### src/rtl/roach_infra_pkg.sv
// ---------------------------------------------------------------------------
// roach_infra_pkg
// Shared definitions for the board infrastructure layer: the sequencer state
// encoding, default parameter values and the width of saturating event
// counters.
// ---------------------------------------------------------------------------
package roach_infra_pkg;

   // Encodings are visible on seq_state, so software depends on them.
   typedef enum logic [2:0] {
      ST_WAIT_LOCK = 3'd0,
      ST_STABLE    = 3'd1,
      ST_IDLY_RST  = 3'd2,
      ST_WAIT_RDY  = 3'd3,
      ST_RELEASE   = 3'd4,
      ST_RUN       = 3'd5
   } seq_state_t;

   localparam int DEF_NUM_LOCKS          = 4;
   localparam int DEF_NUM_DOMAINS        = 4;
   localparam int DEF_LOCK_STABLE_CYCLES = 1024;
   localparam int DEF_IDELAY_RST_CYCLES  = 16;
   localparam int DEF_RDY_TIMEOUT        = 4096;
   localparam int DEF_DOMAIN_GAP         = 8;
   localparam int DEF_CNT_W              = 16;

   // Width of saturating event counters (lock_loss_cnt).
   localparam int LOSS_CNT_W = 8;

endpackage

### src/rtl/roach_sync_2ff.sv
// ---------------------------------------------------------------------------
// roach_sync_2ff
// Two-flop synchroniser for asynchronous level inputs, W bits wide. Each bit
// is synchronised independently; there is no cross-bit coherency.
// Ports:
//   clk   destination clock
//   rst_n asynchronous active-low reset, clears both stages to 0
//   d     asynchronous input
//   q     synchronised output, 2 cycles of latency
// ---------------------------------------------------------------------------
module roach_sync_2ff #(
   parameter int W = 1
) (
   input  logic         clk,
   input  logic         rst_n,
   input  logic [W-1:0] d,
   output logic [W-1:0] q
);

   logic [W-1:0] meta;

   always_ff @(posedge clk or negedge rst_n) begin
      if (!rst_n) begin
         meta <= '0;
         q    <= '0;
      end else begin
         meta <= d;
         q    <= meta;
      end
   end

endmodule

### src/rtl/roach_clk_rst_sequencer.sv
// ---------------------------------------------------------------------------
// roach_clk_rst_sequencer
// Power-up / recovery sequencer. Qualifies PLL/DCM locks, pulses the
// IDELAYCTRL reset, waits for idelay_rdy, then releases domain resets in
// ascending order. Lock loss after qualification restarts the sequence and
// is counted.
// Ports:
//   sys_clk, sys_rst_n  clock and asynchronous active-low reset
//   pll_lock            lock flags (async, synchronised here)
//   lock_mask           1 = lock bit participates (quasi-static)
//   idelay_rdy          IDELAYCTRL ready (async, synchronised here)
//   restart             single-cycle software restart request
//   idelay_rst          IDELAYCTRL reset, active high
//   domain_rst          per-domain resets, active high
//   all_ready           high only in RUN
//   seq_state           current state encoding
//   lock_loss_cnt       saturating lock-loss event count
//   timeout_err         sticky idelay_rdy timeout flag, cleared by restart
// ---------------------------------------------------------------------------
module roach_clk_rst_sequencer
   import roach_infra_pkg::*;
#(
   parameter int NUM_LOCKS          = DEF_NUM_LOCKS,
   parameter int NUM_DOMAINS        = DEF_NUM_DOMAINS,
   parameter int LOCK_STABLE_CYCLES = DEF_LOCK_STABLE_CYCLES,
   parameter int IDELAY_RST_CYCLES  = DEF_IDELAY_RST_CYCLES,
   parameter int RDY_TIMEOUT        = DEF_RDY_TIMEOUT,
   parameter int DOMAIN_GAP         = DEF_DOMAIN_GAP,
   parameter int CNT_W              = DEF_CNT_W
) (
   input  logic                  sys_clk,
   input  logic                  sys_rst_n,
   input  logic [NUM_LOCKS-1:0]  pll_lock,
   input  logic [NUM_LOCKS-1:0]  lock_mask,
   input  logic                  idelay_rdy,
   input  logic                  restart,
   output logic                  idelay_rst,
   output logic [NUM_DOMAINS-1:0] domain_rst,
   output logic                  all_ready,
   output logic [2:0]            seq_state,
   output logic [LOSS_CNT_W-1:0] lock_loss_cnt,
   output logic                  timeout_err
);

   localparam logic [CNT_W-1:0] STABLE_LAST = CNT_W'(LOCK_STABLE_CYCLES - 1);
   localparam logic [CNT_W-1:0] IDLY_LAST   = CNT_W'(IDELAY_RST_CYCLES - 1);
   localparam logic [CNT_W-1:0] RDY_LAST    = CNT_W'(RDY_TIMEOUT - 1);
   localparam logic [CNT_W-1:0] REL_LAST    = CNT_W'((NUM_DOMAINS - 1) * DOMAIN_GAP);

   logic [NUM_LOCKS-1:0]   lock_sync;
   logic                   rdy_sync;
   logic                   locks_ok;

   seq_state_t             state_reg, state_next;
   logic [CNT_W-1:0]       cnt_reg, cnt_next;
   logic                   loss_evt;
   logic                   tmo_evt;

   logic                   idelay_rst_next;
   logic                   all_ready_next;
   logic [NUM_DOMAINS-1:0] domain_open;
   logic [NUM_DOMAINS-1:0] domain_rst_next;
   logic [LOSS_CNT_W-1:0]  lock_loss_cnt_next;
   logic                   timeout_err_next;

   roach_sync_2ff #(.W(NUM_LOCKS)) u_sync_lock (
      .clk   (sys_clk),
      .rst_n (sys_rst_n),
      .d     (pll_lock),
      .q     (lock_sync)
   );

   roach_sync_2ff #(.W(1)) u_sync_rdy (
      .clk   (sys_clk),
      .rst_n (sys_rst_n),
      .d     (idelay_rdy),
      .q     (rdy_sync)
   );

   // Masked-out bits are forced true, so an all-zero mask always qualifies.
   assign locks_ok = &(lock_sync | ~lock_mask);

   // State register
   always_ff @(posedge sys_clk or negedge sys_rst_n) begin
      if (!sys_rst_n) begin
         state_reg <= ST_WAIT_LOCK;
         cnt_reg   <= '0;
      end else begin
         state_reg <= state_next;
         cnt_reg   <= cnt_next;
      end
   end

   // Next-state logic. The counter restarts at 0 on every transition and is
   // held at 0 in states that do not time anything.
   always_comb begin
      state_next = state_reg;
      cnt_next   = '0;
      loss_evt   = 1'b0;
      tmo_evt    = 1'b0;
      if (restart) begin
         state_next = ST_WAIT_LOCK;
      end else begin
         case (state_reg)
            ST_WAIT_LOCK: begin
               if (locks_ok) state_next = ST_STABLE;
            end
            ST_STABLE: begin
               // Dropping out before qualification is not a lock-loss event.
               if (!locks_ok)                 state_next = ST_WAIT_LOCK;
               else if (cnt_reg == STABLE_LAST) state_next = ST_IDLY_RST;
               else                           cnt_next   = cnt_reg + CNT_W'(1);
            end
            ST_IDLY_RST: begin
               if (!locks_ok) begin
                  state_next = ST_WAIT_LOCK;
                  loss_evt   = 1'b1;
               end else if (cnt_reg == IDLY_LAST) begin
                  state_next = ST_WAIT_RDY;
               end else begin
                  cnt_next = cnt_reg + CNT_W'(1);
               end
            end
            ST_WAIT_RDY: begin
               // Timeout outranks a coincident ready.
               if (!locks_ok) begin
                  state_next = ST_WAIT_LOCK;
                  loss_evt   = 1'b1;
               end else if (cnt_reg == RDY_LAST) begin
                  state_next = ST_IDLY_RST;
                  tmo_evt    = 1'b1;
               end else if (rdy_sync) begin
                  state_next = ST_RELEASE;
               end else begin
                  cnt_next = cnt_reg + CNT_W'(1);
               end
            end
            ST_RELEASE: begin
               if (!locks_ok) begin
                  state_next = ST_WAIT_LOCK;
                  loss_evt   = 1'b1;
               end else if (cnt_reg == REL_LAST) begin
                  state_next = ST_RUN;
               end else begin
                  cnt_next = cnt_reg + CNT_W'(1);
               end
            end
            ST_RUN: begin
               if (!locks_ok) begin
                  state_next = ST_WAIT_LOCK;
                  loss_evt   = 1'b1;
               end
            end
            default: state_next = ST_WAIT_LOCK;
         endcase
      end
   end

   // A domain is open in RUN, or in RELEASE once the counter has reached its
   // slot. The counter only rises within RELEASE, so an opened domain stays
   // open until the sequence leaves RELEASE/RUN.
   genvar gi;
   generate
      for (gi = 0; gi < NUM_DOMAINS; gi++) begin : g_domain
         localparam logic [CNT_W-1:0] SLOT = CNT_W'(gi * DOMAIN_GAP);
         assign domain_open[gi] = (state_next == ST_RUN) ||
                                  ((state_next == ST_RELEASE) && (cnt_next >= SLOT));
      end
   endgenerate

   // Output logic: decoded from the next state so the registered outputs
   // line up with seq_state.
   always_comb begin
      idelay_rst_next    = (state_next == ST_IDLY_RST);
      all_ready_next     = (state_next == ST_RUN);
      domain_rst_next    = ~domain_open;
      lock_loss_cnt_next = lock_loss_cnt;
      if (loss_evt && (lock_loss_cnt != {LOSS_CNT_W{1'b1}}))
         lock_loss_cnt_next = lock_loss_cnt + LOSS_CNT_W'(1);
      timeout_err_next = timeout_err;
      if (restart)      timeout_err_next = 1'b0;
      else if (tmo_evt) timeout_err_next = 1'b1;
   end

   always_ff @(posedge sys_clk or negedge sys_rst_n) begin
      if (!sys_rst_n) begin
         idelay_rst    <= 1'b0;
         all_ready     <= 1'b0;
         domain_rst    <= '1;
         lock_loss_cnt <= '0;
         timeout_err   <= 1'b0;
      end else begin
         idelay_rst    <= idelay_rst_next;
         all_ready     <= all_ready_next;
         domain_rst    <= domain_rst_next;
         lock_loss_cnt <= lock_loss_cnt_next;
         timeout_err   <= timeout_err_next;
      end
   end

   assign seq_state = state_reg;

endmodule

### config.mk
export PLATFORM = sky130hd
export DESIGN_NAME = roach_clk_rst_sequencer
export DESIGN_NICKNAME = d
export VERILOG_FILES = /design/src/rtl/roach_infra_pkg.sv /design/src/rtl/roach_sync_2ff.sv /design/src/rtl/roach_clk_rst_sequencer.sv
export SDC_FILE = /design/constraint.sdc
export NUM_CORES = 1
export LEC_CHECK = 0
export ABC_AREA = 1
export CORE_MARGIN = 5
export CORE_UTILIZATION = 55
export CTS_CLUSTER_SIZE = 8
export DETAILED_ROUTE_END_ITERATION = 16
export GPL_TIMING_DRIVEN = 0
export PLACE_DENSITY = 0.77
export SETUP_SLACK_MARGIN = 0.1
export SYNTH_ARGS = -nofsm -noshare
export SYNTH_HDL_FRONTEND = slang
export SYNTH_SLANG_ARGS = --single-unit
### constraint.sdc
create_clock -name sys_clk -period 1.9 [get_ports sys_clk]
set_input_delay 0.475 -clock sys_clk [delete_from_list [all_inputs] [get_ports sys_clk]]
set_output_delay 0.475 -clock sys_clk [all_outputs]
set_load 0.01 [all_outputs]
# After elaboration in Yosys (flattened, before gate mapping)
# Index checks and enable logic that the tools add are counted.
# W data, S select, Z words.
[word_totals] latchBits=0 ram_bits=0 mem_count=0 ff_bits=44 romBits=0
[op_classes] eq_ne=13 muxes=33 bitwise_logic=3 magnitude_cmp=4 n_reduce_logical=13 n_shift=0 addsub=2 n_mul=0 div_mod_pow=0
[ops] op="$mux W16" count=10
[ops] op="$pmux W16 S4" count=1
[ops] op="$mux W3" count=12
[ops] op="$ge A16 B5 Y1 const B" count=2
[ops] op="$pmux W3 S6" count=1
[ops] op="$add A16 B1 Y16 const B" count=1
[ops] op="$eq A16 B10 Y1 const B" count=1
[ops] op="$eq A16 B12 Y1 const B" count=1
[ops] op="$eq A16 B4 Y1 const B" count=1
[ops] op="$eq A16 B5 Y1 const B" count=1
[ops] op="$ge A16 B1 Y1 const B" count=1
[ops] op="$ge A16 B4 Y1 const B" count=1
[ops] op="$eq A3 B3 Y1 const B" count=4
[ops] op="$eq A3 B2 Y1 const B" count=3
[ops] op="$mux W1" count=9
[ops] op="$add A8 B1 Y8 const B" count=1
[ops] op="$ne A8 B8 Y1 const B" count=1
[ops] op="$not A4 Y4" count=2
[ops] op="$logic_and A1 B1 Y1" count=5
[ops] op="$logic_or A1 B1 Y1" count=4
[ops] op="$or A4 B4 Y4" count=1
[ops] op="$reduce_and A4 Y1" count=1
[ops] op="$reduce_or A4 Y1" count=1
[ops] op="$eq A3 B1 Y1 const B" count=1
[ops] op="2 further kinds" count=2

# Longest topological paths before layout
[depth] depth_word=10 mapped_depth=15 depth_no_buf=15

# Modules after synthesis
# A second synthesis with hierarchy kept.
[hier_totals] hier_cells=298 area_unflattened_um2=2346.0
[modules_own_cells] module="roach_clk_rst_sequencer" cells_each=288 seq_area_each_um2=855.8 instances=1 area_each_um2=2095.8
[modules_own_cells] module="roach_sync_2ff (u_sync_lock)" cells_each=8 seq_area_each_um2=200.2 instances=1 area_each_um2=200.2
[modules_own_cells] module="roach_sync_2ff (u_sync_rdy)" cells_each=2 seq_area_each_um2=50.0 instances=1 area_each_um2=50.0

# Least setup slack after synthesis
# No wires, ideal clock.
[synth_timing] kind="reg2reg" startpoint="reg state_reg[1], in the netlist seq_state[1]" endpoint="reg lock_loss_cnt[7]" setup_slack_ns=0.255 stages_incl_launch_ff=9 setup_time_ns=0.079 period_less_slack_ns=1.645 arrival_ns=1.566 path_cell_list="dfrtp_1 -> ha_1 -> inv_1 -> nor2_1 -> nand3_1 -> nor2_1 -> nand3_1 -> nor2_1 -> xor2_1"
[synth_between] elab_chain_len=5
[synth_lines] item="start, declared" line_no="roach_clk_rst_sequencer.sv:54" rtl="seq_state_t state_reg, state_next;"
[synth_lines] item="start signal, assigned" line_no="roach_clk_rst_sequencer.sv:89" rtl="state_reg <= state_next;"
[synth_lines] item="$eq A3 B3 Y1 or $eq A3 B2 Y1 (tied branches)" line_no="roach_clk_rst_sequencer.sv:104" rtl="case (state_reg)"
[synth_lines] item="$reduce_or A4 Y1 (no line) (*)"
[synth_lines] item="$mux W1 (*)"
[synth_lines] item="$mux W1 (*)" line_no="roach_clk_rst_sequencer.sv:101" rtl="if (restart) begin"
[synth_lines] item="$logic_and A1 B1 Y1 (*)" line_no="roach_clk_rst_sequencer.sv:178" rtl="if (loss_evt && (lock_loss_cnt != {LOSS_CNT_W{1'b1}}))"
[synth_lines] item="end signal, assigned" line_no="roach_clk_rst_sequencer.sv:196" rtl="lock_loss_cnt <= lock_loss_cnt_next;"
[synth_lines] item="end, declared" line_no="roach_clk_rst_sequencer.sv:41" rtl="output logic [LOSS_CNT_W-1:0] lock_loss_cnt,"
# Mark *: on every way between the ends. The rest lies on a longest branch, timed or not.
# A chain may end at the register's enable or synchronous reset.

# Final worst setup path
[layout_timing] startpoint="reg cnt_reg[0]" endpoint="reg domain_rst[2]"
[layout_between] elab_chain_len=10
[layout_lines] item="start, declared" line_no="roach_clk_rst_sequencer.sv:55" rtl="logic [CNT_W-1:0] cnt_reg, cnt_next;"
[layout_lines] item="start signal, assigned" line_no="roach_clk_rst_sequencer.sv:90" rtl="cnt_reg <= cnt_next;"
[layout_lines] item="$add A16 B1 Y16"
[layout_lines] item="$mux W16" line_no="roach_clk_rst_sequencer.sv:132" rtl="end else if (rdy_sync) begin"
[layout_lines] item="$mux W16" line_no="roach_clk_rst_sequencer.sv:129" rtl="end else if (cnt_reg == RDY_LAST) begin"
[layout_lines] item="$mux W16" line_no="roach_clk_rst_sequencer.sv:126" rtl="if (!locks_ok) begin"
[layout_lines] item="$pmux W16 S4" line_no="roach_clk_rst_sequencer.sv:104"
[layout_lines] item="$mux W16" line_no="roach_clk_rst_sequencer.sv:101"
[layout_lines] item="$ge A16 B5 Y1" line_no="roach_clk_rst_sequencer.sv:167" rtl="((state_next == ST_RELEASE) && (cnt_next >= SLOT));"
[layout_lines] item="$logic_and A1 B1 Y1" line_no="roach_clk_rst_sequencer.sv:167"
[layout_lines] item="$logic_or A1 B1 Y1 (*)" line_no="roach_clk_rst_sequencer.sv:166" rtl="assign domain_open[gi] = (state_next == ST_RUN) ||"
[layout_lines] item="$not A4 Y4 (*)" line_no="roach_clk_rst_sequencer.sv:176" rtl="domain_rst_next = ~domain_open;"
[layout_lines] item="via domain_rst_next[2]" line_no="roach_clk_rst_sequencer.sv:62" rtl="logic [NUM_DOMAINS-1:0] domain_rst_next;"
[layout_lines] item="end signal, assigned" line_no="roach_clk_rst_sequencer.sv:195" rtl="domain_rst <= domain_rst_next;"
[layout_lines] item="end, declared" line_no="roach_clk_rst_sequencer.sv:38" rtl="output logic [NUM_DOMAINS-1:0] domain_rst,"
# Mark *: on every way through the listed nets, which the timed path passes. The rest lies on a longest branch.

==> results.sh <==
export IMPL_fin_cells=403
export IMPL_final_count_of_negative_setup_slack_endpoints=0
export IMPL_wl_um=5630
export IMPL_synth_warning_count=0
export IMPL_syn_nets=314
export IMPL_final_common_cell="nand2_1"
export IMPL_largest_register_ff_count=16
export IMPL_vias=2135
export IMPL_finalClockSkew_ps=10.7
export IMPL_num_antenna_cells=0
export IMPL_syn_mean_instance_area_sq_um=7.93
export IMPL_worstSetupEndpointType="flop"
export IMPL_cp_required_ps=2140
export IMPL_grt_pass1_wl_um=8870
export IMPL_nFillCells=277
export IMPL_boundaryPins=30
export IMPL_final_hold_violation_count=0
export IMPL_relative_slew_slack_pct=80.7
export IMPL_max_cap_violations=0
export IMPL_clock_insertion_delay_worst_skew_ps=300
export IMPL_die_area_sq_mm=0.00571
export IMPL_cts_made_buffers=5
export IMPL_multi_input_combinational_cell_area_sq_mm=0.00127
export IMPL_worstHoldPathType="in -> async"
export IMPL_final_cell_mix="nand2_1 (61), nor2_1 (39), dfrtp_1 (37)"
export IMPL_first_global_vias=1994
export IMPL_detail_route_drc_violations=0
export IMPL_drtIter0Drc=156
export IMPL_timing_worst_slew_pin_value_ps=288
export IMPL_post_route_cell_area_sq_mm=0.00317
export IMPL_tritoncts="yes"
export IMPL_r2r_cell_count=11
export IMPL_regArea_sq_mm=0.00111
export IMPL_dieHeight_um=75.5
export IMPL_hpwlAfterDp_um=3700
export IMPL_powerDensity_mw_per_mm2=580
export IMPL_die_width_um=75.5
export IMPL_worst_setup_hold_path_clk_slew_ps=90
export IMPL_cts_hold_fix_buffers=0
export IMPL_fmax_mhz=534
export IMPL_std_cell_rows=23
export IMPL_post_detailed_route_wirelength_per_cell_um=14.0
export IMPL_rr_endpoint="domain_rst[2]"
export IMPL_outcome="finished, final reports clean"
export IMPL_root_buffer="clkbuf_8"
export IMPL_synth_async_sr_flop_share_pct=100
export IMPL_grt_start_max_net_pins=36
export IMPL_final_critical_path_setup_slack_ps=26.2
export IMPL_drt_pass1_iterations=4
export IMPL_grt_overflow_total=0
export IMPL_mappedNetlistArea_sq_mm=0.00236
export IMPL_synth_seq_area_share_pct=46.8
export IMPL_routed_via_density=5.30
export IMPL_clock_sinks=44
export IMPL_share_of_cells_above_drive_strength_1_pct=26.6
export IMPL_max_vdd_ir_drop_v=0.000580
export IMPL_cts_root_to_sink_buffers=2
export IMPL_h_tree_depth=2
export IMPL_antenna_violations_before_repair=0
export IMPL_total_grt_usage_pct=20.7
export IMPL_crit_path_start="cnt_reg[0]"
export IMPL_cellLeakagePower_nw=1.42
export IMPL_relative_area_change_from_synthesis_to_final_layout_pct=34.4
export IMPL_detailedPlace_worstSlack_ps=-486
export IMPL_timing_final_crit_share_pct=98.6
export IMPL_place_port_buffers=29
export IMPL_final_net_count=368
export IMPL_synth_enable_flop_cells=0
export IMPL_fin_worst_hold_slack_ps=36.1
export IMPL_rr_startpoint="cnt_reg[0]"
export IMPL_worstPathArrival_ps=2120
export IMPL_timing_reg2reg_setup_slack_ps=30
export IMPL_layout_min_cycle_time_ps=1870
export IMPL_synth_seq_cells=44
export IMPL_rsz0062_at_grt="yes"
export IMPL_place_detailed_instances=378
export IMPL_ant_nets=0
export IMPL_syn_inst=298
export IMPL_coreArea_sq_mm=0.00409
export IMPL_critPathLaunchType="flop"
export IMPL_setup_worst_path_end="domain_rst[2]"
export IMPL_worst_path_max_fanout=5
export IMPL_floorplan_initialDensity_pct=57.8
export IMPL_synth_top_flop_cell="dfrtp_1"
export IMPL_post_route_util_pct=77.7
export IMPL_final_max_slew_violation_count=0
export IMPL_criticalPathCategory="reg -> reg"
export IMPL_netlist_cell_type_count=31
export IMPL_dpl_cell_area_sq_mm=0.00273
export IMPL_place_congestion=0.820
[critical path, cell delays in order, from the launching register on]
cell and delay [ps]:
dfrtp_1 430, ha_4 190, nand3_4 120, inv_4 90, nand4_1 130, nand2_2 170
nand4_4 190, o21ai_1 120, nand2_1 100, nor2_4 140, nand2_1 80, nand2_1 60
[stage by stage]
step / power (mW) / TNS [ps]
3_3_place_gp: 1.08 / -35620
4_1_cts: 1.85 / 0
2_1_floorplan: 1.02 / 0
6_report: 1.84 / 0
5_1_grt: 1.90 / -195
3_5_place_dp: 1.09 / -3670
[cell usage after synthesis, types with 4 or more instances]
cell	instances	share of area (%)
dfrtp_1	40	42
dfstp_2	4	4.4
ha_1	4	2.1
inv_1	36	5.7
nand2_1	67	11
nand2_2	9	2.4
nand3_1	20	4.2
nor2_1	50	7.9
nor2_2	7	1.9
nor3_1	16	3.4
o21ai_1	5	1.1
xor2_1	11	4.1
[final cells by class]
class                           instances  share of cell area, %
Clock buffer                            6                   2.60
Inverter                               41                   4.97
Timing Repair Buffer                   46                   13.5
Sequential cell                        44                   35.0
Clock inverter                          2                   1.22
Multi-Input combinational cell        212                   40.1
Tap cell                               50                   1.97
Buffer                                  2                  0.710
[what timing repair did]
action	CTS	global route
buffers inserted	7	9
pin swaps	10	13
resized for setup	22	35
gates cloned	1	0
setup endpoints to repair	21	24
[worst min-delay path by stage]
stage          slack [ps]  cells after the start           end            start
6_report               40                      1   cnt_reg[14]        sys_rst_n
5_1_grt                50                      1    cnt_reg[0]        sys_rst_n
4_1_cts                50                      1   cnt_reg[14]        sys_rst_n
3_5_place_dp          340                      0  u_sync_rdy.q  u_sync_rdy.meta
3_3_place_gp          330                      0  u_sync_rdy.q  u_sync_rdy.meta
2_1_floorplan         180                      0     all_ready        sys_rst_n
[report_power, final]
group / total [mW] / leakage (nW) / switching, mW / internal, mW
registers: 0.956 / 0.561 / 0.00638 / 0.950
logic: 0.127 / 0.795 / 0.0746 / 0.0528
clock network: 0.756 / 0.0614 / 0.326 / 0.430
[layer usage]
metal	wire length [um]	vias to the layer above	track usage (%)	part of all wire (%)
li1	-	1037	-	-
met1	2270	1008	28.4	40
met3	466	12	4.62	8.3
met2	2800	78	32.9	50
met5	0	-	0	0
met4	94	0	6.41	1.7
[cell families (layout without fill, tap and decap cells)]
logic type	count (synthesis)	count (layout)	share of synthesized area [%]
fa+ha+maj	4	4	2.12
xor+xnor	13	13	4.82
flops	44	44	46.8
compound gates	14	14	3.60
buf+inv	43	97	7.36
simple gates	180	181	35.3
(Power assumes the default switching activity.)
